<file path="src/rtl/branch_history_ctrl_if.sv">
// Fetch/execute handshake into the branch-history controller.
// The master side drives predictions and resolutions; the controller answers with pred_ready.
interface branch_history_ctrl_if;
    logic pred_valid;
    logic pred_taken;
    logic pred_ready;
    logic res_valid;
    logic res_taken;

    modport master (
        output pred_valid, pred_taken, res_valid, res_taken,
        input  pred_ready
    );

    modport slave (
        input  pred_valid, pred_taken, res_valid, res_taken,
        output pred_ready
    );
endinterface

</file>
<file path="src/rtl/branch_history_ctrl.sv">
// Speculative/committed branch-history tracker with in-order prediction FIFO.
// Detects mispredicts on resolve and restores the speculative history from the committed one.
//
// state   | meaning
// --------+---------------------------------------------------------------
// NORM    | accept predictions and resolutions
// RECOVER | single cycle after a mispredict; fetch stalled, FIFO empty
module branch_history_ctrl #(
    parameter int REGSIZE = 2,
    parameter int DEPTH   = 4
) (
    input  logic                       clk,
    input  logic                       rstn,
    branch_history_ctrl_if.slave       bus,
    output logic [REGSIZE-1:0]         spec_bhr,
    output logic [REGSIZE-1:0]         commit_bhr,
    output logic                       flush,
    output logic [$clog2(DEPTH):0]     inflight,
    output logic                       err
);
    localparam int AW = $clog2(DEPTH);
    localparam int CW = AW + 1;
    localparam logic [CW-1:0] DEPTH_C = CW'(DEPTH);

    typedef enum logic {NORM, RECOVER} state_t;

    state_t            state;
    logic [DEPTH-1:0]  fifo_q;
    logic [AW-1:0]     head;
    logic [AW-1:0]     tail;

    logic resolve;
    logic mispredict;
    logic push;

    function automatic logic [REGSIZE-1:0] shift_in(input logic b, input logic [REGSIZE-1:0] h);
        return {b, h[REGSIZE-1:1]};
    endfunction

    assign bus.pred_ready = (state == NORM) && (inflight < DEPTH_C);

    // RECOVER always has an empty FIFO, so the inflight test alone gates resolves there
    assign resolve    = bus.res_valid && (state == NORM) && (inflight != '0);
    assign mispredict = resolve && (bus.res_taken != fifo_q[head]);
    assign push       = bus.pred_valid && bus.pred_ready && !mispredict;

    always_ff @(posedge clk or negedge rstn) begin
        if (!rstn) begin
            state      <= NORM;
            fifo_q     <= '0;
            head       <= '0;
            tail       <= '0;
            inflight   <= '0;
            spec_bhr   <= '0;
            commit_bhr <= '0;
            flush      <= 1'b0;
            err        <= 1'b0;
        end else begin
            flush <= 1'b0;
            if (state == RECOVER) begin
                state <= NORM;
            end

            if (bus.res_valid && (inflight == '0)) begin
                err <= 1'b1;
            end

            if (resolve) begin
                commit_bhr <= shift_in(bus.res_taken, commit_bhr);
            end

            if (mispredict) begin
                // same-cycle push is dropped: fetch is being flushed anyway
                spec_bhr <= shift_in(bus.res_taken, commit_bhr);
                head     <= '0;
                tail     <= '0;
                inflight <= '0;
                flush    <= 1'b1;
                state    <= RECOVER;
            end else begin
                if (push) begin
                    spec_bhr     <= shift_in(bus.pred_taken, spec_bhr);
                    fifo_q[tail] <= bus.pred_taken;
                    tail         <= tail + AW'(1);
                end
                if (resolve) begin
                    head <= head + AW'(1);
                end
                case ({push, resolve})
                    2'b10:   inflight <= inflight + CW'(1);
                    2'b01:   inflight <= inflight - CW'(1);
                    default: inflight <= inflight;
                endcase
            end
        end
    end
endmodule

</file>
<file path="src/flat_wrapper.sv">
// flat-port wrapper written by rule: the top's interface ports become plain ports
module branch_history_ctrl_flat 
#(
    parameter int REGSIZE = 2,
    parameter int DEPTH   = 4
)
  (clk, rstn, spec_bhr, commit_bhr, flush, inflight, err, bus_pred_valid, bus_pred_taken, bus_res_valid, bus_res_taken, bus_pred_ready);
  branch_history_ctrl_if bus_i ();
  input  logic clk;
  input  logic rstn;
  output logic [REGSIZE-1:0] spec_bhr;
  output logic [REGSIZE-1:0] commit_bhr;
  output logic flush;
  output logic [$clog2(DEPTH):0] inflight;
  output logic err;
  input wire logic [$bits(bus_i.pred_valid)-1:0] bus_pred_valid;
  input wire logic [$bits(bus_i.pred_taken)-1:0] bus_pred_taken;
  input wire logic [$bits(bus_i.res_valid)-1:0] bus_res_valid;
  input wire logic [$bits(bus_i.res_taken)-1:0] bus_res_taken;
  output wire logic [$bits(bus_i.pred_ready)-1:0] bus_pred_ready;
  assign bus_i.pred_valid = bus_pred_valid;
  assign bus_i.pred_taken = bus_pred_taken;
  assign bus_i.res_valid = bus_res_valid;
  assign bus_i.res_taken = bus_res_taken;
  assign bus_pred_ready = bus_i.pred_ready;
  branch_history_ctrl #(.REGSIZE(REGSIZE), .DEPTH(DEPTH)) u_core (.clk(clk), .rstn(rstn), .bus(bus_i), .spec_bhr(spec_bhr), .commit_bhr(commit_bhr), .flush(flush), .inflight(inflight), .err(err));
endmodule
</file>
<file path="config.mk">
export PLATFORM = sky130hd
export DESIGN_NAME = branch_history_ctrl_flat
export DESIGN_NICKNAME = d
export VERILOG_FILES = /design/src/rtl/branch_history_ctrl_if.sv /design/src/rtl/branch_history_ctrl.sv /design/src/flat_wrapper.sv
export SDC_FILE = /design/constraint.sdc
export NUM_CORES = 1
export LEC_CHECK = 0
export CORE_MARGIN = 3
export CORE_UTILIZATION = 35
export CTS_CLUSTER_SIZE = 24
export DETAILED_ROUTE_END_ITERATION = 16
export PLACE_DENSITY = 0.64
export SLEW_MARGIN = 20
export SYNTH_ARGS = -nofsm -noshare
export SYNTH_HDL_FRONTEND = slang
export SYNTH_SLANG_ARGS = --single-unit
</file>
<file path="constraint.sdc">
create_clock -name clk -period 2.3 [get_ports clk]
set_input_delay 0.69 -clock clk [delete_from_list [all_inputs] [get_ports clk]]
set_output_delay 0.69 -clock clk [all_outputs]
set_load 0.01 [all_outputs]
</file>
# Yosys cells after proc, flatten, opt, wreduce, memory -nomap -nowiden
# Cells that the tools add are included.
# word_totals
register_bits	17
input_bits	6
output_inout_bits	10
elab_cells	50
# classes
add_sub_neg	4
order_cmp	4
n_eq_ne	3
n_mux	14
bitwise	2
n_reduce_logical	15
# ops
operator	n
$mux 2	6
$logic_and 1x1->1	8
$lt 2x3->1 const B	2
$pmux 3 s2	1
$reduce_bool 3->1	2
$add 2x1->2 const B	2
$bwmux 4	1
$reduce_bool 2->1	2
$add 3x1->3 const B	1
$logic_not 3->1	1
$lt 3x3->1 const B	1
$mux 1	3
$mux 3	1
$sub 3x1->3 const B	1
$bmux 1 s2	1
$demux 1 s2	1
$eq 2x1->1 const B	1
$eq 2x2->1 const B	1
$ge 2x1->1 const B	1
$not 1->1	2
$reduce_and 2->1	1
$logic_not 1->1	1
$ne 1x1->1	1

# Longest topological paths before layout
# logic_depth
ltp_word	9
mapped_depth	13
mapped_depth_nobuf	11

# Worst setup path after synthesis
# No wires, ideal clock.
# synth_path
path_kind	register to register
from	register u_core.head[0]
to	register u_core.inflight[2]
setup_time_ns	0.119
t_arrival_ns	2.380
path_slack_ns	-0.199
stages_incl_launch_ff	12
synth_period_minus_slack_ns	2.499
cell_sequence	dfrtp_1 -> mux4_2 -> xnor2_2 -> nand2b_1 -> buf_6 -> nand2_1 -> ha_1 -> fa_1 -> xnor2_1 -> nor2_1 -> xnor2_1 -> nor2_1
# synth_via
elab_chain_len	9
word_cells_on_any_way	11
classes_between	eq/ne (3); mux (4); reduce/logical (4)
# synth_lines
element	line_no	source
start: declaration	branch_history_ctrl.sv:29	logic [AW-1:0] head;
start signal: assignment	branch_history_ctrl.sv:87	head <= head + AW'(1);
$bmux 1 s2 *	branch_history_ctrl.sv:44	assign mispredict = resolve && (bus.res_taken != fifo_q[head]);
$mux 1 (implied by the code) *	branch_history_ctrl.sv:44	
$ne 1x1->1 *	branch_history_ctrl.sv:44	
$logic_and 1x1->1 *	branch_history_ctrl.sv:44	
$logic_not 1->1	branch_history_ctrl.sv:45	assign push = bus.pred_valid && bus.pred_ready && !mispredict;
$logic_and 1x1->1	branch_history_ctrl.sv:45	
$eq 2x1->1 or $eq 2x2->1 (tied branches)	branch_history_ctrl.sv:89	case ({push, resolve})
$pmux 3 s2	branch_history_ctrl.sv:89	
$mux 3	branch_history_ctrl.sv:72	if (mispredict) begin
end signal: assignment	branch_history_ctrl.sv:90	2'b10: inflight <= inflight + CW'(1);
end signal: assignment	branch_history_ctrl.sv:91	2'b01: inflight <= inflight - CW'(1);
end signal: assignment	branch_history_ctrl.sv:92	default: inflight <= inflight;
end: declaration	branch_history_ctrl.sv:18	output logic [$clog2(DEPTH):0] inflight,
# Mark *: on every way between the ends. The rest lies on a longest branch, timed or not. The select of a mux whose other input is x is not followed.
# A chain may end at the register's enable or synchronous reset.

# Worst setup path after layout
# Ends and elaborated chain as after synthesis.

==> impl_metrics.py <==
metrics = {
    "critical_path": {
        "cp-end-kind": "flop",
        "cp.required_ps": 2490,
        "slowest_delay_ps": 560,
        "cp_cell_sequence": "mux4_2, xnor2_2, nand2b_4, nand2_4, ha_4, fa_2, xnor2_1, nor2_1, xnor2_1, nor2_1",
        "reg2reg_from": "u_core.head[0]",
        "r2r_cells": 10,
        "cp.arrival_ps": 2570,
        "worstPathMaxFanout": 2,
        "crit_cells": 10,
        "reg2reg_to": "u_core.inflight[2]",
        "critPathSlowestCell": "mux4_2",
        "critical_path.endpoint": "u_core.inflight[2]",
        "crit_type": "flop to flop",
        "critPathBufInv": 0,
        "cp-startpoint": "u_core.head[0]",
        "r2r_setup_slack_ps": -90,
        "crit_family": "multiplexers",
        "worstSetupStartpointType": "flop",
    },
    "logic_synthesis": {
        "ys.flop_type": "dfrtp_1",
        "synth-seq-area-share_pct": 47.4,
        "ys_types": 23,
        "ys_async_sr_fraction_pct": 100,
        "yosys_register_bits": 17,
        "synth_fp_nets": 100,
        "syn_area_per_cell_um2": 10.2,
        "yosysWarnings": 0,
        "synth-edff-count": 0,
        "syn_inst": 88,
        "syn_area_um2": 897,
    },
    "routing": {
        "ant_nets": 0,
        "drc": 0,
        "first_pass_iters": 4,
        "wl_mm": 1.84,
        "wl_per_cell_um": 12.0,
        "drt_iter0_markers": 13,
        "via_per_inst": 4.76,
        "highest_layer": "met4",
        "routed-wl-met2_um": 850,
        "wl_met1_um": 874,
        "via_count": 729,
        "routed-wl-met3_um": 98,
    },
    "final_layout": {
        "drive_gt1_share_pct": 25.6,
        "fin_cells": 153,
        "final_cell_mix": "buf_4 (20), dfrtp_1 (17), nand2_1 (14), clkdlybuf4s50_1 (14), nor2_1 (10)",
        "area_delta_synth_final_pct": 43.5,
        "multiInputGateArea_um2": 447,
        "regArea_um2": 425,
        "num_antenna_cells": 0,
        "final_cell_area_um2": 1290,
        "num-fill-cells": 210,
        "final_common_cell": "buf_4",
        "fin_nets": 138,
    },
    "worst_hold_path": {
        "min_path_type": "flop to flop",
    },
    "clocking": {
        "insertion_delay_ps": 280,
        "tritoncts": "yes",
        "ctsHoldBuffers": 0,
        "clk_path_buf_depth": 2,
        "clock-root-buffer": "clkbuf_4",
        "numClockSinks": 17,
        "h-tree-depth": 1,
        "cts_buffers": 3,
        "clkSlewWorstSetupHoldPaths_ps": 100,
    },
    "place": {
        "port_buffers": 15,
        "hpwlAfterDp_mm": 1.39,
        "dp_slack_ps": -357,
        "place_area_um2": 1230,
        "placed_cells": 147,
        "place.gp.congestion": 0.785,
    },
    "timing": {
        "finalSetupViolations": 1,
        "maxSlewViolCount": 0,
        "clock_skew_ps": 5.38,
        "worst_slack_ps": -86.9,
        "period_minus_slack_ps": 2390,
        "fmax_ghz": 0.419,
        "period_share_pct": 104,
        "timing.final.hold_violations": 0,
        "max_slew_margin_pct": 84.0,
        "rsz0062_at_grt": "yes",
        "tightestPinTransition_ps": 239,
        "setup-tns-final_ps": -86.9,
    },
    "run_status": {
        "violations": "setup timing",
        "outcome": "finished with violations",
    },
    "floorplanning": {
        "num_rows": 17,
        "ios": 16,
        "start_util_pct": 38.7,
        "die_area_um2": 3210,
        "coreArea_um2": 2320,
        "chipHeight_um": 56.6,
        "die_w_um": 56.6,
    },
    "grt": {
        "grt_util_all_layers_pct": 12.9,
        "grt_pass1_vias": 731,
        "gr-total-overflow": 0,
        "grt_max_degree": 18,
        "antenna_found_initial": 0,
        "grt_pass1_wl_mm": 3.20,
    },
    "power_and_ir_drop": {
        "power.total_mw": 1.93,
        "cellPowerDensity_nw_per_um2": 1500,
        "ir_drop_mv": 0.797,
        "p_leak_nw": 0.617,
    },
    "flow_run": {
        "max-cap-violations": 0,
    },
}
[logic make-up after synthesis]
logic type,Yosys count,share of synthesized area (%)
simple gates,32,15.3
flops,17,47.4
compound gates,11,8.37
buf+inv,11,6.14
xor+xnor,7,7.67
fa+ha+maj,6,9.21
mux,4,5.86
[synth_stat cells (2+ instances only)]
master | instances | area share (%)
o21ai_0 | 2 | 1.1
xnor2_1 | 5 | 4.9
nor2_1 | 10 | 4.2
nand2b_1 | 2 | 1.4
a21oi_1 | 3 | 1.7
dfrtp_1 | 17 | 47
inv_1 | 7 | 2.9
mux2i_1 | 3 | 3.3
o221ai_1 | 4 | 3.9
nand2_1 | 15 | 6.3
nor3b_1 | 2 | 1.7
a21o_1 | 2 | 1.7
nor3_1 | 2 | 1.1
ha_1 | 5 | 7.0
[worst register-to-register path: stages (launching register included)]
cell	delay (ps)
dfrtp_1	400
mux4_2	560
xnor2_2	170
nand2b_4	160
nand2_4	50
ha_4	160
fa_2	350
xnor2_1	130
nor2_1	130
xnor2_1	130
nor2_1	50
[layout make-up]
| type | instances | area share [%] |
|---|---|---|
| Timing Repair Buffer | 36 | 24.8 |
| Inverter | 8 | 2.72 |
| Sequential cell | 17 | 33.0 |
| Multi-Input combinational cell | 60 | 34.7 |
| Clock buffer | 4 | 2.04 |
| Tap cell | 28 | 2.72 |
[how the worst min path moves through the flow]
stage | startpoint | end | slack, ps | cells past startpoint
6_report | u_core.err | u_core.err | 480 | 1
3_3_place_gp | u_core.err | u_core.err | 440 | 1
3_5_place_dp | u_core.err | u_core.err | 460 | 1
5_1_grt | u_core.err | u_core.err | 510 | 1
4_1_cts | u_core.err | u_core.err | 490 | 1
2_1_floorplan | rstn | u_core.commit_bhr[0] | 390 | 0
[per-layer routing]
layer | global-route usage, % | vias to the layer above
li1 | - | 366
met1 | 18.3 | 343
met2 | 18.5 | 18
met3 | 2.99 | 2
met4 | 6.10 | 0
met5 | 0 | -
[sequential cells by signal, summed over array words and instances, names as in the netlist]
name / flops
u_core.commit_bhr: 2
u_core.head: 2
u_core.spec_bhr: 2
u_core.flush: 1
u_core.inflight: 3
u_core.tail: 2
u_core.fifo_q: 4
u_core.err: 1
[power by group]
| part | switching, mW | internal, mW | total (mW) |
|---|---|---|---|
| sequential | 0.0972 | 0.436 | 0.533 |
| clock | 0.0881 | 0.0673 | 0.155 |
| combinational | 0.538 | 0.701 | 1.24 |
[stage by stage]
step | hold WS, ps | util [%]
final | 481 | 55.5
after global routing | 508 | 55.5
after CTS | 486 | 55.5
after detailed placement | 463 | 53.3
after global placement | 437 | 53.3
after floorplan | 394 | -
[what timing repair did]
item,4_1_cts,5_1_grt
gates cloned,0,0
buffers inserted,2,0
pin swaps,4,0
setup endpoints to repair,2,2
gates resized for setup,1,0
Power figures use the tool's default switching activity.
